**config.mk**
```make
export PLATFORM = sky130hd
export DESIGN_NAME = alu_issue_stage
export DESIGN_NICKNAME = d
export VERILOG_FILES = /design/src/rtl/alu_pkg.sv /design/src/rtl/alu_op_decode.sv /design/src/rtl/alu_issue_stage.sv
export SDC_FILE = /design/constraint.sdc
export NUM_CORES = 1
export LEC_CHECK = 0
export ABC_AREA = 1
export CORE_MARGIN = 3
export CORE_UTILIZATION = 44
export CTS_BUF_LIST = sky130_fd_sc_hd__clkbuf_16
export CTS_CLUSTER_SIZE = 20
export DETAILED_ROUTE_END_ITERATION = 16
export GPL_TIMING_DRIVEN = 0
export PLACE_DENSITY = 0.82
export SLEW_MARGIN = 20
export SYNTH_ARGS = -nofsm -noshare
export SYNTH_HDL_FRONTEND = slang
export SYNTH_HIERARCHICAL = 1
export SYNTH_SLANG_ARGS = --single-unit
export TNS_END_PERCENT = 100
```
**constraint.sdc**
```tcl
create_clock -name i_clk -period 1.44 [get_ports i_clk]
set_clock_uncertainty 0.05 [all_clocks]
set_input_delay 0.36 -clock i_clk [delete_from_list [all_inputs] [get_ports i_clk]]
set_output_delay 0.36 -clock i_clk [all_outputs]
set_load 0.005 [all_outputs]
```
**src/rtl/alu_pkg.sv**
```systemverilog
// Shared ALU op codes, RV32 opcodes and the decoded-bundle type
// used by both the ALU and its issue stage.
package alu_pkg;

    localparam int XLEN = 32;

    localparam logic [7:0] ALU_NOP = 8'h00;
    localparam logic [7:0] ALU_ADD = 8'h11;
    localparam logic [7:0] ALU_SUB = 8'h12;
    localparam logic [7:0] ALU_MUL = 8'h13;
    localparam logic [7:0] ALU_DIV = 8'h14;
    localparam logic [7:0] ALU_MOD = 8'h15;
    localparam logic [7:0] ALU_AND = 8'h21;
    localparam logic [7:0] ALU_OR  = 8'h22;
    localparam logic [7:0] ALU_XOR = 8'h23;
    localparam logic [7:0] ALU_INV = 8'h24;
    localparam logic [7:0] ALU_SLT = 8'h31;
    localparam logic [7:0] ALU_SLL = 8'h33;
    localparam logic [7:0] ALU_SRL = 8'h34;
    localparam logic [7:0] ALU_SRA = 8'h35;

    localparam logic [6:0] OPC_OP     = 7'b0110011;
    localparam logic [6:0] OPC_OP_IMM = 7'b0010011;
    localparam logic [6:0] OPC_LUI    = 7'b0110111;
    localparam logic [6:0] OPC_AUIPC  = 7'b0010111;

    localparam logic [6:0] F7_BASE   = 7'b0000000;
    localparam logic [6:0] F7_ALT    = 7'b0100000;
    localparam logic [6:0] F7_MULDIV = 7'b0000001;

    typedef struct packed {
        logic [7:0]      op;
        logic [XLEN-1:0] a;
        logic [XLEN-1:0] b;
        logic [4:0]      rd;
        logic            we;
        logic            illegal;
    } dec_t;

endpackage

```
**src/rtl/alu_op_decode.sv**
```systemverilog
// Combinational RV32 OP/OP-IMM/LUI/AUIPC decode into ALU op and operands.
// Unsupported encodings yield a NOP bundle flagged illegal.
module alu_op_decode
    import alu_pkg::*;
(
    input  logic [31:0] instr_i,
    input  logic [31:0] pc_i,
    input  logic [31:0] rs1_i,
    input  logic [31:0] rs2_i,
    output dec_t        dec_o
);

    logic [6:0]  opc;
    logic [2:0]  f3;
    logic [6:0]  f7;
    logic [31:0] imm_i;
    logic [31:0] imm_u;
    logic [31:0] shamt;
    logic [7:0]  op;
    logic [31:0] a;
    logic [31:0] b;
    logic        ok;

    assign opc   = instr_i[6:0];
    assign f3    = instr_i[14:12];
    assign f7    = instr_i[31:25];
    assign imm_i = {{20{instr_i[31]}}, instr_i[31:20]};
    assign imm_u = {instr_i[31:12], 12'h000};
    assign shamt = {27'd0, instr_i[24:20]};

    always_comb begin
        op = ALU_NOP;
        a  = '0;
        b  = '0;
        ok = 1'b0;
        unique case (1'b1)
            (opc == OPC_OP): begin
                a  = rs1_i;
                b  = rs2_i;
                ok = 1'b1;
                case ({f7, f3})
                    {F7_BASE, 3'b000}:   op = ALU_ADD;
                    {F7_BASE, 3'b001}:   op = ALU_SLL;
                    {F7_BASE, 3'b010}:   op = ALU_SLT;
                    {F7_BASE, 3'b100}:   op = ALU_XOR;
                    {F7_BASE, 3'b101}:   op = ALU_SRL;
                    {F7_BASE, 3'b110}:   op = ALU_OR;
                    {F7_BASE, 3'b111}:   op = ALU_AND;
                    {F7_ALT, 3'b000}:    op = ALU_SUB;
                    {F7_ALT, 3'b101}:    op = ALU_SRA;
                    {F7_MULDIV, 3'b000}: op = ALU_MUL;
                    {F7_MULDIV, 3'b100}: op = ALU_DIV;
                    {F7_MULDIV, 3'b110}: op = ALU_MOD;
                    default:             ok = 1'b0;
                endcase
            end
            (opc == OPC_OP_IMM): begin
                a  = rs1_i;
                b  = imm_i;
                ok = 1'b1;
                case (f3)
                    3'b000: op = ALU_ADD;
                    3'b010: op = ALU_SLT;
                    3'b100: op = ALU_XOR;
                    3'b110: op = ALU_OR;
                    3'b111: op = ALU_AND;
                    3'b001: begin
                        op = ALU_SLL;
                        b  = shamt;
                        ok = (f7 == F7_BASE);
                    end
                    3'b101: begin
                        op = (f7 == F7_ALT) ? ALU_SRA : ALU_SRL;
                        b  = shamt;
                        ok = (f7 == F7_BASE) || (f7 == F7_ALT);
                    end
                    default: ok = 1'b0;
                endcase
            end
            (opc == OPC_LUI): begin
                op = ALU_ADD;
                b  = imm_u;
                ok = 1'b1;
            end
            (opc == OPC_AUIPC): begin
                op = ALU_ADD;
                a  = pc_i;
                b  = imm_u;
                ok = 1'b1;
            end
            default: ok = 1'b0;
        endcase
    end

    // rd is passed through even for illegal encodings; only we is gated.
    always_comb begin
        dec_o         = '0;
        dec_o.rd      = instr_i[11:7];
        dec_o.illegal = !ok;
        if (ok) begin
            dec_o.op = op;
            dec_o.a  = a;
            dec_o.b  = b;
            dec_o.we = (instr_i[11:7] != 5'd0);
        end
    end

endmodule

```
**src/rtl/alu_issue_stage.sv**
```systemverilog
// ALU issue stage: one registered valid/ready slot holding the decoded
// op, operands and writeback info for the ALU.
module alu_issue_stage
    import alu_pkg::*;
#(
    parameter int DATA_WIDTH = 32
) (
    input  logic                  i_clk,
    input  logic                  i_rst_n,
    input  logic                  i_flush,
    input  logic                  i_valid,
    output logic                  o_ready,
    input  logic [31:0]           i_instr,
    input  logic [DATA_WIDTH-1:0] i_pc,
    input  logic [DATA_WIDTH-1:0] i_rs1_val,
    input  logic [DATA_WIDTH-1:0] i_rs2_val,
    output logic                  o_valid,
    input  logic                  i_ready,
    output logic [7:0]            o_alu_op,
    output logic [DATA_WIDTH-1:0] o_a,
    output logic [DATA_WIDTH-1:0] o_b,
    output logic [4:0]            o_rd,
    output logic                  o_we,
    output logic                  o_illegal
);

    dec_t dec;
    dec_t slot_q;
    dec_t slot_d;
    logic valid_q;
    logic valid_d;
    logic load;

    alu_op_decode u_dec (
        .instr_i (i_instr),
        .pc_i    (i_pc),
        .rs1_i   (i_rs1_val),
        .rs2_i   (i_rs2_val),
        .dec_o   (dec)
    );

    assign o_ready = !valid_q || i_ready;
    assign load    = i_valid && o_ready;

    // Flush wins over both load and drain.
    always_comb begin
        valid_d = valid_q;
        slot_d  = slot_q;
        if (i_flush) begin
            valid_d = 1'b0;
        end else if (load) begin
            valid_d = 1'b1;
            slot_d  = dec;
        end else if (i_ready) begin
            valid_d = 1'b0;
        end
    end

    always_ff @(posedge i_clk or negedge i_rst_n) begin
        if (!i_rst_n) begin
            valid_q <= 1'b0;
            slot_q  <= '0;
        end else begin
            valid_q <= valid_d;
            slot_q  <= slot_d;
        end
    end

    assign o_valid   = valid_q;
    assign o_alu_op  = slot_q.op;
    assign o_a       = slot_q.a;
    assign o_b       = slot_q.b;
    assign o_rd      = slot_q.rd;
    assign o_we      = slot_q.we;
    assign o_illegal = slot_q.illegal;

endmodule

```
# Word level (Yosys, flattened, before mapping)
# Index checks and enable logic that the tools add are counted.
# word_totals
output_inout_bits,81
register_bits,80
wordCells,61
# classes
n_mux,15
n_reduce_logical,16
bitwise,1
n_eq_ne,22
# ops
cell,count
$pmux W32 S3,1
$mux W72,1
$pmux W6 S12,1
$pmux W32 S2,1
$pmux W8 S7,1
$eq A10 B3 Y1 const B,4
$mux W32,1
$eq A10 B4 Y1 const B,3
$pmux W8 S3,1
$eq A7 B6 Y1 const B,3
$eq A10 B9 Y1 const B,2
$eq A7 B5 Y1 const B,2
$eq A3 B3 Y1 const B,4
$reduce_or A12 Y1,1
$eq A10 B1 Y1 const B,1
$eq A10 B2 Y1 const B,1
$logic_not A10 Y1,1
$logic_not A7 Y1,1
$mux W1,6
$pmux W1 S3,2
$reduce_or A2 Y1,3
$reduce_bool A5 Y1,1
$reduce_or A5 Y1,1
$eq A3 B1 Y1 const B,1
8 further kinds,10

# Depth between registers and ports, before layout
# depth
depth_word,5
mapped_depth,14
depth_no_buf,13

# By module
# Netlist, hierarchy kept.
# modules_own_cells
module,area_each_um2,instances,cells_each
alu_issue_stage,3126.7,1,347
alu_op_decode,2123.3,1,406

# Worst setup path before layout
# No wires, ideal clock.
# synth_timing
path_type,in2reg
from,input port i_instr[28]
to,"register slot_q, in the netlist o_a[13]"
setup_ns,0.066
setup_slack_ns,-0.251
n_path_buf,2
arrival_ns,1.575
stages,13
path_cell_list,nor2_1 nand2_1 nor2_2 nand2_1 nand2_1 nor2_2 nand2_2 nand2_2 buf_6 buf_6 a21boi_2 nand3_1 nand2_1
# synth_rtl
item,line_no,rtl
from (decl),alu_issue_stage.sv:13,"input logic [31:0] i_instr,"
to (signal assigned),alu_issue_stage.sv:65,slot_q <= slot_d;
to (decl),alu_issue_stage.sv:28,dec_t slot_q;

==> results_dict.tcl <==
set metrics [dict create \
    status "finished with violations" \
    violations "negative setup slack" \
    finalPower_uw 5790 \
    synth_top_area_frac 0.381 \
    nets 1176 \
    route.vias.total 6631 \
    cts_buffers 9 \
    first_pass_iters 5 \
    synth_edf_count 0 \
    worst-path-max-fanout 5 \
    hpwlAfterDp_mm 13.5 \
    power.leakage_uw 0.00476 \
    wl_per_cell_um 18.5 \
    coreArea_um2 11500 \
    antenna_found_initial 0 \
    clock_path_buffers 2 \
    hold_viol 0 \
    synth_warnings 6 \
    syn_inst 753 \
    grt_pass1_vias 6271 \
    hp-class "flop to flop" \
    gr-total-overflow 0 \
    rows 39 \
    clk_root_buffer_cell "clkbuf_16" \
    final.setup.tns_ns -12.91 \
    grt_setup_unrepaired "true" \
    crit_required_ns 1.67 \
    maxSlewViolCount 0 \
    avgSynthCellArea_um2 6.97 \
    synth_cell_type_count 28 \
    yosysSeqAreaShare 0.381 \
    synth_area_leaders "dfrtp_1, nand2_1, nand3_1, a21oi_2, a21boi_0" \
    vdd_drop_max_v 0.000585 \
    setup_ws_ns -0.303 \
    syn_to_final_growth_pct 78.2 \
    whs_ns 0.418 \
    grt_pass1_wl_mm 32.1 \
    diodes 0 \
    cts_tree "built" \
    fp.dieH_um 115 \
    n_fill_cell 736 \
    arrival_ns 1.97 \
    layout_min_cycle_time_ns 1.74 \
    start_kind "primary input" \
    layout_common_cells "nand2_1, nand3_1, clkdlybuf4s50_1" \
    fmax_ghz 0.574 \
    clock_latency_ns 0.34 \
    ys_ff_latch 80 \
    drv_cap 0 \
    p_per_area_nw_per_um2 619 \
    drt-total-wl_mm 22.0 \
    synth.largest_area_cell "dfrtp_1" \
    worstSetupPathType "primary input to flop" \
    final_common_cell "nand2_1" \
    io_pins 214 \
    finalCritPeriodShare 1.21 \
    synth_top_flop_cell "dfrtp_1" \
    route.detailed.drc 0 \
    viasPerCell 5.57 \
    path_clk_slew_ns 0.06 \
    die_area_um2 13300 \
    io_buffers 213 \
    track_usage 0.308 \
    htreeDepth 3 \
    end_kind "flop" \
    drive_above_1_share 0.304 \
    setup_viol 71 \
    place_congestion 0.970 \
    clock-sinks 80 \
    netlist_area_um2 5250 \
    synthArstFlopShare 1.00 \
    start_util 0.456 \
    die_w_um 115 \
    ant_nets 0 \
    first_iter_violations 687 \
    grt_max_degree 52 \
]
[synthesized netlist by cell type (2+ instances only)]
| master | number |
|---|---|
| nor2_2 | 2 |
| nand3_1 | 126 |
| buf_6 | 7 |
| clkbuf_1 | 22 |
| a21boi_2 | 10 |
| buf_2 | 9 |
| inv_1 | 26 |
| inv_2 | 9 |
| nand2_2 | 8 |
| a21boi_0 | 24 |
| a21boi_1 | 10 |
| nor2_1 | 21 |
| dfrtp_1 | 80 |
| o21ai_0 | 29 |
| buf_1 | 7 |
| a21oi_1 | 26 |
| a21oi_2 | 22 |
| nand2_1 | 289 |
| buf_4 | 17 |
[path summary, 6_finish.rpt]
check / depth (start not counted) / start / endpoint / slack [ns]
max in group asynchronous: 3 / i_rst_n / o_b[27] / 0.29
hold / removal: 2 / o_a[1] / o_a[1] / 0.42
min in group asynchronous: 2 / i_rst_n / o_a[17] / 0.45
setup reg to reg: 7 / o_valid / o_a[22] / 0.01
setup / recovery: 14 / i_instr[12] / o_b[21] / -0.30
hold reg to reg: 2 / o_a[1] / o_a[1] / 0.42
[critical path, cell delays in order]
cell and delay, ns:
buf_4 0.15, inv_6 0.08, nand2_2 0.08, nor2_2 0.22, nand2_2 0.10, nand2_2 0.09
nor2_4 0.04, nand2_4 0.08, nand2_8 0.09, buf_12 0.17, buf_12 0.14, a21oi_4 0.16
nand3_2 0.09, nand2_1 0.08
[registers in the layout (all words and copies together), names as in the netlist]
register and flops:
o_a 32, o_b 32, o_alu_op 8, o_rd 5
o_illegal 1, o_valid 1, o_we 1
[cells by family (layout without fill, tap and decap cells)]
kind of cell	count (synthesis)	in the layout	share of synthesized area
and+or+nand+nor	451	451	0.361
AOI/OAI and AO/OA	123	123	0.162
buffers and inverters	98	391	0.0946
other	1	3	0.000714
DFF	80	80	0.381
[repair_timing]
action                                  in CTS  in global routing
pin swaps                                   52                 69
gates cloned                                11                  0
endpoints found under the setup margin     161                 94
hold endpoints to repair                    29                  0
gates resized for setup                    360                 99
hold buffers                                 1                  0
buffers inserted                            44                 13
[through the flow]
step	instance area [um2]	instances	util	worst slack, ns
after floorplan	5360	755	-	-0.178
after global placement	7670	1111	0.666	-2.97
after detailed placement	7700	1112	0.668	-1.27
after CTS	9070	1182	0.787	-0.191
after global routing	9350	1191	0.812	-0.347
final	9350	1191	0.812	-0.303
[per-layer routing]
layer	up-vias	global-route usage	wire length [um]
met2	383	0.503	10600
met3	94	0.0737	1820
met5	-	0	0
met1	3123	0.388	8540
li1	3031	-	-
met4	0	0.135	1090
[report_power, final]
group / internal [uW] / switching [uW]
logic: 558 / 502
clock network: 1500 / 922
registers: 2290 / 22.0
total: 4350 / 1450
[cell type report]
cell class | instances | area, um2 | share of cell area
Buffer | 60 | 564 | 0.0603
Clock buffer | 9 | 225 | 0.0241
Clock inverter | 7 | 87.6 | 0.00936
Inverter | 35 | 189 | 0.0202
Multi-Input combinational cell | 577 | 3310 | 0.354
Sequential cell | 80 | 2000 | 0.214
Tap cell | 143 | 179 | 0.0191
Timing Repair Buffer | 280 | 2800 | 0.299
Note: power is estimated with default switching activity, not from simulation.
==> RTL change, RTL diff (same flow settings) <==
Make the reset (`i_rst_n`) synchronous in one clocked block.
--- a/src/rtl/alu_issue_stage.sv
+++ b/src/rtl/alu_issue_stage.sv
@@ -56,7 +56,7 @@
         end
     end
 
-    always_ff @(posedge i_clk or negedge i_rst_n) begin
+    always_ff @(posedge i_clk) begin
         if (!i_rst_n) begin
             valid_q <= 1'b0;
             slot_q  <= '0;
Formal check against the unedited RTL: differs if i_rst_n is asserted again (counterexample within 4 cycles, from zero or initial values and one cycle with i_rst_n low); with i_rst_n held inactive, the same outputs for 10 cycles.
==> RTL change against the unedited design <==
  * The run still ends with negative setup slack left
  * Synthesized cell count grew 24%
  * First-iteration DRC count grew 68%
  * Power grew 4.0%
  * Routed wire length increased by 19%
  * Sequential cell count unchanged
  * Final area is 4.2% higher
  * Worst setup slack got worse by 0.29 ns
  * Count of clock-buffer cells in the layout unchanged
  * Area after synthesis is 8.0% higher
  * Global-route usage rose by 1.4 points
  * Critical path depth grew 1
  * Largest power group is now registers
  * Highest routed layer unchanged
==> RTL change: results <==
route:
  first_pass_iters: 12
  vias_per_cell: 5.66
  drt-total-wl_um: 26200
  first_iter_violations: 1151
  via_count: 7901
  wl_met1_um: 9540
  met3_length_um: 2470
synth:
  synth_area_leaders: "dfxtp_1 (28%), nand2_1 (14%), nand3_1 (11%)"
  synth_ff_type: "dfxtp_1"
  async_reset_ff_share_pct: 0
  netlist_instances: 931
  synth_compound_area_share_pct: 22.0
  ys_top_cells_by_count: "nand2_1 (210), nand3_1 (126), inv_1 (107)"
  synth_fa_ha_area_share_pct: 0
  yosysSeqAreaShare_pct: 28.3
critical_path:
  crit_arrival_ns: 2.23
  slowest_stage: "a21oi_4"
  cp_max_fo: 10
clock_tree:
  cts_buffers: 9
status:
  outcome: "complete, but fails checks"
  violations: "negative setup slack"
layout:
  drive_above_1_share_pct: 28.3
  nets: 1357
  nFillCells: 846
placement:
  io_buffers: 212
  place_inst: 1313
  detailed_place_hpwl_um: 14600
  preCtsSetupSlack_ns: -1.17
  placed_area_mm2: 0.00810
hold_path:
  hold_class: "in -> reg"
pwr:
  worst_ir_drop_vdd_mv: 0.521
  total_leakage_power_nw: 4.49
global_route:
  met3_usage_pct: 5.84
  grt_pass1_wl_um: 37300
  grt_max_degree: 13
  met2_usage_pct: 54.2
  met1_usage_pct: 38.4
  first_global_vias: 7253
sta:
  layout_setup_ws_ns: -0.589
  finalSetupViolations: 72
==> RTL change: cell types whose count changed in the layout (fill, tap and decap cells not counted), sizes merged, moves of 4 or more <==
cell / delta
inv: +80
dlygate4sd2: +18
dfxtp: +80
clkbuf: -4
clkdlybuf4s15: -18
dfrtp: -80
a21oi: +79
buf: +27
nand2: -80
nor2: +79
==> RTL change: through the flow <==
| stage | setup TNS (ns) | total power, mW | hold WS (ns) |
|---|---|---|---|
| finish | -32.04 | 6.03 | 0.220 |
| global route | -35.83 | 6.26 | 0.246 |
| CTS | -14.94 | 5.89 | 0.413 |
| detailed placement | -80.53 | 3.80 | 0.405 |
| global placement | -77.42 | 3.77 | 0.395 |
| floorplan | -16.58 | 3.00 | 0.388 |
==> RTL change: report_power, final <==
| part | leakage, nW | total (mW) | switching, mW | internal, mW |
|---|---|---|---|---|
| Sequential | 0.661 | 2.42 | 0.0731 | 2.35 |
| Clock | 0.127 | 2.08 | 0.949 | 1.13 |
| Combinational | 3.70 | 1.52 | 0.746 | 0.776 |
==> RTL change: area by class of cell <==
cell class	count	area (um^2)	share of cell area, %
sequential	80	1610	16.6
tap	168	210	2.16
timing repair buffer	280	2710	27.8
inverter	115	479	4.92
clock buffer	9	225	2.31
clock inverter	6	28.8	0.295
multi-input combinational	656	3790	38.9
buffer	82	687	7.05
==> RTL change: what timing repair did <==
item	in CTS	in global routing
gates resized for setup	331	100
hold buffers	0	0
setup endpoints to repair	160	80
setup buffers	53	11
gates cloned	11	2
pin swaps	66	84
==> RTL change: path summary, 6_finish.rpt <==
check | start | endpoint | depth (start not counted)
max | i_instr[25] | o_b[11] | 15
min | i_flush | o_valid | 2
max reg2reg | o_valid | o_b[21] | 6
min reg2reg | o_alu_op[5] | o_alu_op[5] | 2
